`src/rtl/immed_sequencer_pkg.sv`:
```
// Shared types for the immediate sequencer.
// State encoding, slot count and index type.
package immed_sequencer_pkg;

  typedef enum logic [1:0] {
    S_IDLE,
    S_START,
    S_WAIT,
    S_DONE
  } seq_state_t;

  localparam int MAX_IMMEDIATES = 2;

  typedef logic [1:0] imm_idx_t;

  // A count of 3 is treated as the maximum of 2.
  function automatic imm_idx_t clamp_count(input logic [1:0] c);
    return (c > 2'(MAX_IMMEDIATES)) ? 2'(MAX_IMMEDIATES) : c;
  endfunction

endpackage

```
`src/rtl/immed_wait_watchdog.sv`:
```
// WAIT-state cycle counter for the immediate sequencer.
// Flags expiry on the LIMIT-th enabled cycle after a clear.
module immed_wait_watchdog #(
  parameter int unsigned LIMIT = 1,
  parameter int unsigned WIDTH = 8
) (
  input  logic clk,
  input  logic reset,
  input  logic clear,
  input  logic enable,
  output logic expired
);

  logic [WIDTH-1:0] cnt;

  always_ff @(posedge clk) begin
    if (reset || clear)
      cnt <= '0;
    else if (enable)
      cnt <= cnt + 1'b1;
  end

  assign expired = enable && (cnt == WIDTH'(LIMIT - 1));

endmodule

```
`src/rtl/immed_sequencer.sv`:
```
// Drives the ImmediateReader for the decoder and
// owns the byte-FIFO read port while it runs.
module immed_sequencer
  import immed_sequencer_pkg::*;
#(
  parameter int unsigned WAIT_TIMEOUT  = 0,
  parameter int unsigned TIMEOUT_WIDTH = 8
) (
  input  logic        clk,
  input  logic        reset,
  input  logic        flush,
  input  logic        req_valid,
  output logic        req_ready,
  input  logic [1:0]  req_count,
  input  logic [1:0]  req_8bit,
  output logic        done,
  output logic [15:0] immed1,
  output logic [15:0] immed2,
  output logic        immed_start,
  output logic        immed_is_8bit,
  input  logic        immed_complete,
  input  logic [15:0] immediate,
  input  logic        dec_fifo_rd_en,
  input  logic        ir_fifo_rd_en,
  output logic        fifo_rd_en,
  output logic        fifo_owner,
  output logic        timeout_err
);

  seq_state_t state;
  imm_idx_t   idx;
  imm_idx_t   idx_nxt;
  imm_idx_t   cnt_q;
  imm_idx_t   req_cnt;
  logic [1:0] flags_q;
  logic       wd_expired;

  assign req_ready  = (state == S_IDLE) && !flush;
  assign fifo_owner = (state == S_START) || (state == S_WAIT);
  assign fifo_rd_en = fifo_owner ? ir_fifo_rd_en : dec_fifo_rd_en;
  assign idx_nxt    = idx + 2'd1;
  assign req_cnt    = clamp_count(req_count);

  generate
    if (WAIT_TIMEOUT != 0) begin : g_wd
      immed_wait_watchdog #(
        .LIMIT (WAIT_TIMEOUT),
        .WIDTH (TIMEOUT_WIDTH)
      ) u_wd (
        .clk     (clk),
        .reset   (reset),
        .clear   (state == S_START),
        .enable  ((state == S_WAIT) && !immed_complete),
        .expired (wd_expired)
      );
    end else begin : g_no_wd
      assign wd_expired = 1'b0;
    end
  endgenerate

  always_ff @(posedge clk) begin
    if (reset) begin
      state         <= S_IDLE;
      idx           <= '0;
      cnt_q         <= '0;
      flags_q       <= '0;
      immed1        <= '0;
      immed2        <= '0;
      done          <= 1'b0;
      immed_start   <= 1'b0;
      immed_is_8bit <= 1'b0;
      timeout_err   <= 1'b0;
    end else if (flush) begin
      state       <= S_IDLE;
      idx         <= '0;
      immed1      <= '0;
      immed2      <= '0;
      done        <= 1'b0;
      immed_start <= 1'b0;
    end else begin
      done        <= 1'b0;
      immed_start <= 1'b0;
      unique case (state)
        S_IDLE: begin
          if (req_valid && req_ready) begin
            cnt_q   <= req_cnt;
            flags_q <= req_8bit;
            idx     <= '0;
            immed1  <= '0;
            immed2  <= '0;
            if (req_cnt == 2'd0) begin
              state <= S_DONE;
              done  <= 1'b1;
            end else begin
              state         <= S_START;
              immed_start   <= 1'b1;
              immed_is_8bit <= req_8bit[0];
            end
          end
        end
        S_START: state <= S_WAIT;
        S_WAIT: begin
          if (immed_complete) begin
            if (idx[0]) immed2 <= immediate;
            else        immed1 <= immediate;
            if (idx_nxt < cnt_q) begin
              idx           <= idx_nxt;
              state         <= S_START;
              immed_start   <= 1'b1;
              immed_is_8bit <= flags_q[idx_nxt[0]];
            end else begin
              state <= S_DONE;
              done  <= 1'b1;
            end
          end else if (wd_expired) begin
            timeout_err <= 1'b1;
            state       <= S_IDLE;
            idx         <= '0;
            immed1      <= '0;
            immed2      <= '0;
          end
        end
        S_DONE:  state <= S_IDLE;
        default: state <= S_IDLE;
      endcase
    end
  end

endmodule

```
`config.mk`:
```
export PLATFORM = sky130hd
export DESIGN_NAME = immed_sequencer
export DESIGN_NICKNAME = d
export VERILOG_FILES = /design/src/rtl/immed_sequencer_pkg.sv /design/src/rtl/immed_wait_watchdog.sv /design/src/rtl/immed_sequencer.sv
export SDC_FILE = /design/constraint.sdc
export NUM_CORES = 1
export LEC_CHECK = 0
export BUFFER_PORTS_ARGS = -buffer_cell sky130_fd_sc_hd__buf_2
export CORE_MARGIN = 3
export CORE_UTILIZATION = 45
export CTS_CLUSTER_DIAMETER = 80
export DETAILED_ROUTE_END_ITERATION = 16
export PLACE_DENSITY = 0.76
export REMOVE_ABC_BUFFERS = 1
export SLEW_MARGIN = 30
export SYNTH_ARGS = -nofsm -noshare
export SYNTH_HDL_FRONTEND = slang
export SYNTH_HIERARCHICAL = 1
export SYNTH_SLANG_ARGS = --single-unit
```
`constraint.sdc`:
```
create_clock -name clk -period 1.84 [get_ports clk]
set_input_delay 0.46 -clock clk [delete_from_list [all_inputs] [get_ports clk]]
set_output_delay 0.46 -clock clk [all_outputs]
set_load 0.01 [all_outputs]
```
== After elaboration in Yosys (flattened, before gate mapping) ==
Index checks and enable logic that the tools add are counted.
Word-level totals
  bits of input ports: 27
  output and inout port bits: 39
  bits in registers: 43
  logic and storage cells: 72
Operators by class
  add/sub/neg operators: 1
  magnitude comparators: 3
  bitwise operators: 1
  equal/unequal tests: 9
  reduce and logical (&&, ||, !) cells: 14
  muxes and demuxes: 35
Operators with widths (number)
  16-bit 2-to-1 mux: 5
  16-bit one-hot mux with 2 select lines: 2
  2-bit 2-to-1 mux: 8
  1-bit 2-to-1 mux: 15
  4-bit AND reduction: 3
  2-bit inequality test (second input constant): 4
  2-bit one-hot mux with 4 select lines: 1
  1-bit one-hot mux with 2 select lines: 3
  6-bit AND reduction: 1
  2-bit == test (second input constant): 2
  2-bit zero test: 2
  2-bit by 1-bit inequality test with 1-bit output (second input constant): 2
  2-bit one-hot mux with 2 select lines: 1
  3-bit AND reduction: 1
  2-bit by 1-bit adder with 2-bit output (second input constant): 1
  2-bit by 1-bit == test with 1-bit output (second input constant): 1
  2-bit > comparator (second input constant): 1
  1-bit logical AND: 2
  1-bit by 2-bit less-than comparator with 1-bit output (second input constant): 1
  2-bit less-than comparator: 1
  2-bit AND reduction: 1
  2-bit nonzero test: 1
  2-bit OR reduction: 1
  1-bit zero test: 1
  other kinds (2): 2

== Logic depth before layout (Yosys ltp) ==
  depth in word-level cells: 6
  depth in mapped cells: 8
  mapped depth without buffers: 6

== Least setup slack after synthesis ==
No wires, ideal clock.
  kind: register -> register
  start point: register state[0]
  end point: register immed2[3]
  slack: 82 ps
  setup time: 128 ps
  buffers on the path: 1
  required time: 1712 ps
  stages on the path, launching flop included: 8
  arrival time: 1630 ps
  cell sequence: dfxtp_1 -> inv_1 -> ha_1 -> a21boi_2 -> a211oi_4 -> buf_8 -> mux2i_1 -> nor2_1
Between the ends
  word-level cells in the longest chain between the ends: 5
Ends and longest elaborated chain
  start, declared: line immed_sequencer.sv:30  | seq_state_t state;
  start signal, assigned: line immed_sequencer.sv:63  | state <= S_IDLE;
  start signal, assigned: line immed_sequencer.sv:74  | state <= S_IDLE;
  start signal, assigned: line immed_sequencer.sv:92  | state <= S_DONE;
  2-bit zero test: line immed_sequencer.sv:38, immed_sequencer.sv:83
  1-bit logical AND: line immed_sequencer.sv:38  | assign req_ready = (state == S_IDLE) && !flush;
  1-bit logical AND: line immed_sequencer.sv:85  | if (req_valid && req_ready) begin
  2-bit by 1-bit inequality test with 1-bit output (no source line)
  4-bit AND reduction (no source line)
  end signal, assigned: line immed_sequencer.sv:104  | if (idx[0]) immed2 <= immediate;
  end, declared: line immed_sequencer.sv:18  | output logic [15:0] immed2,
Parallel ways exist; a longest one is shown, timed or not.
A chain may end at the register's enable or synchronous reset.

== Worst setup path after layout ==
  start point: register state[0]
  end point: output fifo_rd_en
Between the ends
  word-level cells in the longest chain between the ends: 3
Ends and longest elaborated chain
  2-bit by 1-bit == test with 1-bit output / 2-bit == test (equally long branches): line immed_sequencer.sv:39  | assign fifo_owner = (state == S_START) || (state == S_WAIT);
  1-bit logical OR (*): line immed_sequencer.sv:39
  1-bit 2-to-1 mux (*): line immed_sequencer.sv:40  | assign fifo_rd_en = fifo_owner ? ir_fifo_rd_en : dec_fifo_rd_en;
  end, declared: line immed_sequencer.sv:25  | output logic fifo_rd_en,
Every way passes the cells marked *; elsewhere a longest branch is shown, timed or not.

==> run_results.csv <==
group,metric,value,unit
run_status,outcome,"finished, violations left",
run_status,violations,"setup timing",
detailed_routing,first_pass_iters,4,
synth,synthCells,234,
clock_network,cts.sinks,43,
run,cap_violations,0,
placement,place_congestion,0.746,
synth,ys_types,46,
detailed_routing,drt-wirelength-per-cell,13.6,um
clock_network,cts_inserted_buffers,5,
sta,rsz0062_at_grt,"true",
sta,hold_viol_final,0,
sta,finalMaxSlewViolations,0,
layout,nets,339,
synth,yosysWarnings,6,
clock_network,cts_buffer_depth,2,
hold_path,hp-class,"input pin to register",
critical_path,crit_required,1.38,ns
sta,fmax,540,MHz
die,die-area,5440,um^2
layout,area_growth,28.3,%
placement,dp_hpwl,3590,um
clock_network,clkLatencyLatePin,0.30,ns
placement,post_dp_cell_area,2480,um^2
die,start_util,47.1,%
synth,syn-cell-area,2070,um^2
synth,synthFlopType,"dfxtp_1",
clock_network,cts_tree,"built",
critical_path,start_kind,"register",
sta,setup_viol,1,
synth,synth_seq_cells,43,
sta,period_needed,1.85,ns
detailed_routing,vias,1957,
synth,synth_area_per_cell,8.83,um^2
sta,fin_crit_sh,101,%
clock_network,clkTransAtPathRegs,0.07,ns
placement,pre_cts_slack,-0.0349,ns
synth,synth-async-reset-ratio,0,%
grt,grt_pass1_wl,8020,um
layout,fin_util,60.5,%
detailed_routing,drtIter0Drc,214,
grt,grt_max_degree,22,
die,fp-row-count,24,
critical_path,worstSetupEndpointType,"output pin",
layout,diodes,0,
layout,layout_commonest_cell,"buf_2",
grt,antenna_found_initial,0,
clock_network,cts-htree-levels,2,
die,die_x,73.8,um
clock_network,ctsHoldBuffers,0,
critical_path,critical_path_peak_fanout,3,
sta,fin_ws,-0.0110,ns
detailed_routing,remaining_drc_errors,0,
die,die_y,73.8,um
pwr,max-vdd-ir-drop,0.294,mV
critical_path,crit_type,"register to output pin",
clock_network,clockRootBuffer,"clkbuf_8",
detailed_routing,wl,4910,um
grt,grt_pass1_vias,1738,
critical_path,critPathArrivalTime,1.39,ns
die,io_pins,66,
die,coreArea,4380,um^2
layout,drive_above_1_share,36.0,%
pwr,p_per_area,693,nW/um^2
sta,setup_tns,-0.0110,ns
detailed_routing,ant_nets,0,
layout,final_cell_mix,"buf_2, dfxtp_1, o21ai_0, a21oi_1, nor2_1",
grt,grt_use_total,18.6,%
sta,fin_skew,0.00516,ns
layout,final_area,2650,um^2
pwr,leakage,1.15,nW
grt,grt-ovfl-total,0,
synth,synth_edf_count,0,
synth,ys_seq_area_share,41.6,%
detailed_routing,vias_per_cell,5.44,
pwr,total_power,0.00184,W
placement,port_buffers,64,
-- flip-flops by register name, indices dropped and copies added (netlist names) --
signal,count
done,1
state,2
cnt_q,2
immed2,16
immed_is_8bit,1
idx,2
immed_start,1
immed1,16
flags_q,2
-- what timing repair did --
item                                    in CTS  in global routing
cloned                                       0                  0
hold endpoints to repair                     0                  0
buffers inserted                             1                  4
gates resized for setup                      9                  4
endpoints found under the setup margin       8                 23
pin swaps                                    0                  1
-- where the power goes --
group	total, W	internal (W)	switching, W
combinational	0.000294	0.000136	0.000158
clock	0.000601	0.000294	0.000306
sequential	0.000944	0.000939	0.00000466
-- worst max-delay path, cell delays in order, from the launching register on --
cell and delay (ns):
dfxtp_2 0.35, inv_2 0.06, ha_4 0.27, mux2_4 0.30
buf_6 0.12
-- worst paths after layout --
check	cells after the start	endpoint	slack, ns	startpoint
worst min register to register	2	flags_q[1]	0.46	flags_q[1]
worst max register to register	7	immed2[10]	0.07	state[1]
worst min-delay path	3	flags_q[1]	0.41	req_8bit[1]
worst max-delay path	4	fifo_rd_en	-0.01	state[0]
-- routing by layer --
| metal | GRT usage, % | part of all wire, % | up-vias |
|---|---|---|---|
| met2 | 30.0 | 46 | 60 |
| met4 | 5.43 | 1.1 | 0 |
| met1 | 24.8 | 46 | 914 |
| li1 | - | - | 977 |
| met3 | 4.10 | 6.9 | 6 |
| met5 | 0 | 0 | - |
-- synthesized netlist by cell type (all sizes together), types with 2 or more instances --
| library cell | number | area (um^2) |
|---|---|---|
| a21oi | 22 | 110 |
| ha | 4 | 50.1 |
| dfxtp | 43 | 861 |
| nand2b | 2 | 20.0 |
| o2111ai | 13 | 114 |
| or3 | 3 | 18.8 |
| inv | 6 | 22.5 |
| and2b | 2 | 15.0 |
| nand2 | 13 | 48.8 |
| mux2i | 14 | 140 |
| buf | 8 | 53.8 |
| mux2 | 4 | 45.0 |
| nor3 | 3 | 15.0 |
| nor2b | 3 | 21.3 |
| a211oi | 2 | 27.5 |
| o41ai | 2 | 17.5 |
| nor2 | 22 | 85.1 |
| and3b | 2 | 17.5 |
| a21o | 3 | 22.5 |
| o21ai | 22 | 110 |
| a21boi | 2 | 18.8 |
| and2 | 13 | 81.3 |
| clkbuf | 11 | 41.3 |
-- cell families (layout without fill, tap and decap cells) --
kind of cell / Yosys count / after routing / share of synthesized area (%)
flops: 43 / 43 / 41.6
fa+ha+maj: 4 / 4 / 2.42
simple gates: 67 / 67 / 16.9
mux: 18 / 18 / 8.96
other cells: 1 / 1 / 0.181
compound gates: 74 / 74 / 23.5
xor+xnor: 1 / 1 / 0.424
buf+inv: 26 / 100 / 5.87
-- cell type report --
type,instances,area (um^2)
clock inverters,1,5.00
inverters,7,26.3
flip-flops and latches,43,863
well taps,52,65.1
multi-input cells,165,1110
fillers,398,1730
repair buffers,86,499
clock buffers,6,82.6
-- through the flow --
| step | cells | hold slack, ns |
|---|---|---|
| 2_1_floorplan | 215 | 0.430 |
| 3_3_place_gp | 348 | 0.445 |
| 3_5_place_dp | 348 | 0.455 |
| 4_1_cts | 356 | 0.399 |
| 5_1_grt | 360 | 0.425 |
| 6_report | 360 | 0.409 |
No activity file was read; power rests on OpenSTA's default activity.
